==> config.mk <==
export PLATFORM = sky130hd
export DESIGN_NAME = branch_resolve_predict_unit
export DESIGN_NICKNAME = d
export VERILOG_FILES = /design/src/rtl/branch_resolve_predict_unit.sv
export SDC_FILE = /design/constraint.sdc
export NUM_CORES = 1
export LEC_CHECK = 0
export BUFFER_PORTS_ARGS = -buffer_cell sky130_fd_sc_hd__buf_2
export CELL_PAD_IN_SITES_DETAIL_PLACEMENT = 0
export CELL_PAD_IN_SITES_GLOBAL_PLACEMENT = 1
export CORE_MARGIN = 2
export CORE_UTILIZATION = 36
export CTS_CLUSTER_SIZE = 24
export DETAILED_ROUTE_END_ITERATION = 8
export PLACE_DENSITY_LB_ADDON = 0.1
export SLEW_MARGIN = 0
export SYNTH_ARGS = -nofsm -noshare
export SYNTH_HDL_FRONTEND = slang
export SYNTH_SLANG_ARGS = --single-unit
==> constraint.sdc <==
create_clock -name CLK -period 4.3 [get_ports CLK]
set_input_delay 0.86 -clock CLK [delete_from_list [all_inputs] [get_ports CLK]]
set_output_delay 0.86 -clock CLK [all_outputs]
set_load 0.02 [all_outputs]
==> src/rtl/branch_resolve_predict_unit.sv <==
// branch_resolve_predict_unit
// EX-stage branch/jump resolver with a 2-bit saturating-counter BHT that
// fetch reads for direction prediction. It registers the resolution result and
// raises a one-cycle REDIRECT pulse when fetch guessed wrong.
// Optional build macro: BJU_PERF_COUNTERS_EN adds BR_COUNT / MISPRED_COUNT.
module branch_resolve_predict_unit #(
  parameter int XLEN        = 32,
  parameter int BHT_ENTRIES = 64,
  parameter int BHT_IDX_W   = $clog2(BHT_ENTRIES)
) (
  input  logic            CLK,
  input  logic            RESET,
  input  logic            VALID_IN,
  input  logic            STALL,
  input  logic            KILL_IN,
  input  logic            branch_signal,
  input  logic            jump_signal,
  input  logic            jalr_signal,
  input  logic [2:0]      func_3,
  input  logic [XLEN-1:0] PC_IN,
  input  logic [XLEN-1:0] RS1_DATA,
  input  logic [XLEN-1:0] RS2_DATA,
  input  logic [XLEN-1:0] IMM,
  input  logic            PRED_TAKEN_IN,
  input  logic [XLEN-1:0] FETCH_PC,
  output logic            PRED_TAKEN,
  output logic            REDIRECT,
  output logic [XLEN-1:0] REDIRECT_PC,
  output logic [XLEN-1:0] LINK_ADDR,
  output logic            RESOLVED_TAKEN,
  output logic            ILLEGAL_BR
`ifdef BJU_PERF_COUNTERS_EN
  ,
  output logic [31:0]     BR_COUNT,
  output logic [31:0]     MISPRED_COUNT
`endif
);

  localparam logic [1:0]      CNT_RST = 2'b01;  // weakly not-taken
  localparam logic [XLEN-1:0] FOUR    = XLEN'(4);
  localparam logic [XLEN-1:0] LSB_CLR = ~XLEN'(1);

  logic [BHT_ENTRIES-1:0][1:0] bht_q;

  logic [BHT_IDX_W-1:0] fetch_idx, ex_idx;
  logic                 cap;
  logic                 is_jalr, is_jal, is_br;
  logic                 cond, illegal, taken, mispred, bht_we;
  logic [XLEN-1:0]      pc_plus4, target, next_pc;
  logic [1:0]           cnt_cur, cnt_d;

  logic            redirect_q, taken_q, illegal_q;
  logic [XLEN-1:0] rpc_q, link_q;

  // Low PC bits and bits above the index never reach the table.
  logic unused_fetch_bits;
  assign unused_fetch_bits = ^{FETCH_PC[1:0], FETCH_PC[XLEN-1:BHT_IDX_W+2]};

  assign fetch_idx  = FETCH_PC[BHT_IDX_W+1:2];
  assign ex_idx     = PC_IN[BHT_IDX_W+1:2];
  // Read-before-write: fetch sees the registered counter, the update lands next edge.
  assign PRED_TAKEN = bht_q[fetch_idx][1];

  assign cap = VALID_IN & ~KILL_IN & ~STALL & (branch_signal | jump_signal | jalr_signal);

  // Decode control priority, evaluate condition, pick target and mispredict.
  always_comb begin
    is_jalr  = jalr_signal;
    is_jal   = jump_signal & ~jalr_signal;
    is_br    = branch_signal & ~jump_signal & ~jalr_signal;
    cond     = 1'b0;
    case (func_3)
      3'b000:  cond = (RS1_DATA == RS2_DATA);
      3'b001:  cond = (RS1_DATA != RS2_DATA);
      3'b100:  cond = ($signed(RS1_DATA) <  $signed(RS2_DATA));
      3'b101:  cond = ($signed(RS1_DATA) >= $signed(RS2_DATA));
      3'b110:  cond = (RS1_DATA <  RS2_DATA);
      3'b111:  cond = (RS1_DATA >= RS2_DATA);
      default: cond = 1'b0;
    endcase
    illegal  = is_br & (func_3[2:1] == 2'b01);
    taken    = is_jalr | is_jal | (is_br & cond);
    pc_plus4 = PC_IN + FOUR;
    target   = is_jalr ? ((RS1_DATA + IMM) & LSB_CLR) : (PC_IN + IMM);
    next_pc  = taken ? target : pc_plus4;
    // Direction-only BHT: unconditional jumps always redirect.
    mispred  = is_br ? (taken ^ PRED_TAKEN_IN) : 1'b1;
    bht_we   = cap & is_br & ~illegal;
  end

  // Saturating counter step for the EX instruction's entry.
  always_comb begin
    cnt_cur = bht_q[ex_idx];
    cnt_d   = cnt_cur;
    if (taken) begin
      if (cnt_cur != 2'b11) cnt_d = cnt_cur + 2'b01;
    end else begin
      if (cnt_cur != 2'b00) cnt_d = cnt_cur - 2'b01;
    end
  end

  // BHT storage: all entries weakly not-taken on reset.
  always_ff @(posedge CLK or negedge RESET) begin
    if (!RESET) begin
      for (int i = 0; i < BHT_ENTRIES; i++) bht_q[i] <= CNT_RST;
    end else if (bht_we) begin
      bht_q[ex_idx] <= cnt_d;
    end
  end

  // Resolution registers: pulses live one cycle, PCs hold until the next capture.
  always_ff @(posedge CLK or negedge RESET) begin
    if (!RESET) begin
      redirect_q <= 1'b0;
      taken_q    <= 1'b0;
      illegal_q  <= 1'b0;
      rpc_q      <= '0;
      link_q     <= '0;
    end else begin
      redirect_q <= cap & mispred;
      taken_q    <= cap & taken;
      illegal_q  <= cap & illegal;
      if (cap) begin
        rpc_q  <= next_pc;
        link_q <= pc_plus4;
      end
    end
  end

  assign REDIRECT       = redirect_q;
  assign RESOLVED_TAKEN = taken_q;
  assign ILLEGAL_BR     = illegal_q;
  assign REDIRECT_PC    = rpc_q;
  assign LINK_ADDR      = link_q;

`ifdef BJU_PERF_COUNTERS_EN
  logic [31:0] br_cnt_q, mp_cnt_q;

  // Saturating event counters: branch captures and redirects issued.
  always_ff @(posedge CLK or negedge RESET) begin
    if (!RESET) begin
      br_cnt_q <= '0;
      mp_cnt_q <= '0;
    end else begin
      if (cap & is_br & (br_cnt_q != 32'hFFFF_FFFF)) br_cnt_q <= br_cnt_q + 32'd1;
      if (cap & mispred & (mp_cnt_q != 32'hFFFF_FFFF)) mp_cnt_q <= mp_cnt_q + 32'd1;
    end
  end

  assign BR_COUNT      = br_cnt_q;
  assign MISPRED_COUNT = mp_cnt_q;
`endif

endmodule

==> flow_summary_export.csv <==
group,metric,value,unit
global_routing,grt-ovfl-total,0,
sta,final_max_slew_viol_count,0,
yosys,synth_nets,1836,
global_routing,antenna_found_initial,1,
global_routing,first_global_vias,12300,
placement,post-dp-hpwl,38.7,mm
placement,place_ws,-0.0616,ns
pwr,power_density,320,nW/um2
yosys,synth_warnings,0,
clock_network,post-cts-setup-buffers,0,
run,cap_violations,0,
sta,rsz0062_at_grt,"false",
yosys,syn_area,13800,um2
clock_network,clk_path_buf_depth,2,
clock_network,cts_tree,"built",
sta,setup_viol,0,
sta,clock_skew,0.0155,ns
clock_network,postCtsResizedCells,0,
drt,wl_per_cell,21.2,um
setup_path,worstSetupEndpointType,"register",
drt,vias_per_cell,5.52,
placement,dp_cells,2298,
floorplan,core-area,37700,um2
layout,num-nets-final,2074,
sta,fmax,253,MHz
floorplan,die_area,39800,um2
floorplan,die_h,199,um
drt,drt_iter0_markers,850,
floorplan,row_count,71,
floorplan,io_pins,240,
layout,final-instance-count-excl-fill,2330,
setup_path,crit_buf_inv,3,
floorplan,start_util,36.5,%
drt,ant_nets,0,
yosys,synth_area_leader_cell,"dfrtp_1",
sta,min_period,3.95,ns
placement,dpl_cell_area,15800,um2
placement,gp_congestion,0.978,
setup_path,cpPeakStageDelay,0.61,ns
run_status,status,"finished, final reports clean",
clock_network,clk_latency,0.45,ns
layout,antennaDiodeCount,0,
layout,area_growth,19.4,%
clock_network,cts.clk_slew.worst_paths,0.08,ns
floorplan,die_w,199,um
yosys,synth_ff_type,"dfrtp_1",
setup_path,cp_data_required_time,4.65,ns
setup_path,crit_family,"compound AO/OA/AOI/OAI gates",
global_routing,grt_max_degree,83,
clock_network,cts_max_level,4,
placement,port_buffers,213,
drt,firstDrtPassIters,5,
setup_path,arrival,4.30,ns
sta,hold_viol,0,
sta,fin_crit_sh,91.9,%
setup_path,crit_slowest_cell,"o32ai_1",
setup_path,crit_chain,"buf_2 -> buf_4 -> inv_1 -> fa_1 -> nor2b_1 -> o31a_1 -> o211ai_1 -> a21oi_1 -> o32ai_1 -> o21ai_0 -> a311oi_1 -> mux2_2 -> o31a_1 -> o31ai_1",
yosys,syn-mean-instance-area,8.77,um2
sta,worst_pin_slew,0.906,ns
clock_network,cts-buffers-inserted,17,
layout,drive_above_1_share,23.7,%
global_routing,grt_pass1_wl,74.6,mm
layout,finalInstanceArea,16400,um2
clock_network,root_buffer,"clkbuf_16",
yosys,ys_seq_area_share,36.1,%
pwr,p_total,5260,uW
setup_path,start_kind,"input port",
clock_network,cts_num_sinks,195,
yosys,synthTopCellsByArea,"dfrtp_1 (24%), dfstp_2 (12%), ha_1 (8.6%), nand2_1 (7.5%), o21ai_0 (6.2%)",
yosys,synth_cells,1568,
setup_path,crit_top_cell,"o31a_1",
setup_path,path_class,"in -> reg",
sta,maxSlewHeadroom,39.6,%
global_routing,track_usage,25.1,%
sta,finalWorstSetupSlack,0.350,ns
yosys,synth_cell_types,74,
pwr,irDropWorstVdd,0.191,mV
pwr,p_leak,0.00727,uW
drt,drt_wl_total,49.5,mm
drt,vias,12900,
setup_path,critPathMaxFanout,3,
yosys,ys_ff_latch,195,
yosys,synth_top_area_share,23.8,%
yosys,async_flop_share,100,%
worst_hold_path,hold_path_class,"in -> async",
drt,drcViolationCount,0,
yosys,synth_edf_count,0,
clock_network,postCtsHoldBufs,0,
## cells in the final DEF (no fill, tap or decap), drive strengths merged, types with 6 or more instances in the layout
| cell type | n |
|---|---|
| a2111oi | 17 |
| nor2b | 10 |
| a221o | 18 |
| dfstp | 64 |
| inv | 61 |
| nor4 | 6 |
| a22o | 8 |
| o21bai | 6 |
| dfrtp | 131 |
| ha | 94 |
| nand4 | 36 |
| nand3 | 33 |
| or2 | 7 |
| a21boi | 6 |
| o211ai | 12 |
| buf | 290 |
| o21ai | 180 |
| or3 | 10 |
| a22oi | 63 |
| a211oi | 17 |
| and3 | 12 |
| a21oi | 73 |
| nand2 | 276 |
| xnor2 | 38 |
| nand2b | 13 |
| a31oi | 8 |
| mux2i | 11 |
| nor3 | 23 |
| mux4 | 21 |
| nor2 | 87 |
| nor3b | 10 |
| xor2 | 41 |
| clkbuf | 18 |
| a21o | 46 |
## Yosys cell counts, drive strengths merged (4+ instances only)
cell type,n
xor2,41
ha,94
a31oi,8
nand4,36
xnor2,38
a21o,46
and2,5
a21boi,6
dfrtp,131
a221o,18
a221oi,4
or3,10
mux2i,11
clkbuf,33
or2,7
o21a,5
o21bai,6
a22o,8
mux4,21
a2111oi,17
dfstp,64
o211ai,12
nand3,33
and3,12
nor4,6
a21oi,73
a311oi,4
a22oi,63
a211oi,17
o31ai,5
nor2b,10
nand2b,13
nor2,87
inv,51
buf,39
nand2,276
nor3,23
o21ai,180
nor3b,10
## through the flow
step / hold slack, ns / setup TNS (ns) / utilization [%]
floorplan: 0.443 / 0 / -
global placement: 0.452 / -1.72 / 42.0
detailed placement: 0.457 / -1.75 / 42.0
CTS: 0.468 / 0 / 43.6
global route: 0.488 / 0 / 43.6
finish: 0.449 / 0 / 43.6
## power breakdown
group          switching, uW  internal, uW  total, uW
clock network            886           806       1690
logic                    912           568       1480
registers                111          1980       2090
## state kept, by name, indices dropped and copies added, names as in the netlist
name	count
bht_q	128
LINK_ADDR	32
RESOLVED_TAKEN	1
ILLEGAL_BR	1
REDIRECT_PC	32
REDIRECT	1
## cells by family after synthesis
group	Yosys count	share of synthesized area, %
AO/OA/AOI/OAI	499	23.7
multiplexers	35	4.48
XOR/XNOR	79	5.03
AND/OR/NAND/NOR	539	17.8
flip-flops	195	36.1
adder cells (fa/ha/maj)	98	9.01
buffers and inverters	123	3.94
## layout make-up
type                       count  area, um2
tap                          511        639
clock inverter                15        191
clock buffer                  17        425
inverter                      51        191
multi-input combinational   1250       8290
timing repair buffer         291       1720
sequential                   195       4960
fill                        3847      21200
## worst paths after layout
kind / start / to / slack, ns / depth (start not counted)
setup reg to reg: bht_q[22]$_DFFE_PN1P_ / bht_q[120]$_DFFE_PN1P_ / 1.82 / 7
min in group CLK: bht_q[28]$_DFFE_PN1P_ / bht_q[28]$_DFFE_PN1P_ / 0.47 / 2
max in group asynchronous: RESET / bht_q[80]$_DFFE_PN1P_ / 2.83 / 2
hold reg to reg: bht_q[28]$_DFFE_PN1P_ / bht_q[28]$_DFFE_PN1P_ / 0.47 / 2
setup / recovery: RS1_DATA[1] / REDIRECT_PC[28]$_DFFE_PN0P_ / 0.35 / 14
hold / removal: RESET / bht_q[27]$_DFFE_PN0P_ / 0.45 / 1
## layer usage
metal / global-route usage, % / vias to the layer above / share of wire, %
met1: 38.9 / 6200 / 50
li1: - / 6257 / -
met3: 4.03 / 32 / 6.1
met5: 0 / - / 0
met4: 5.32 / 0 / 1.3
met2: 36.2 / 380 / 43
Power figures use the tool's default switching activity.
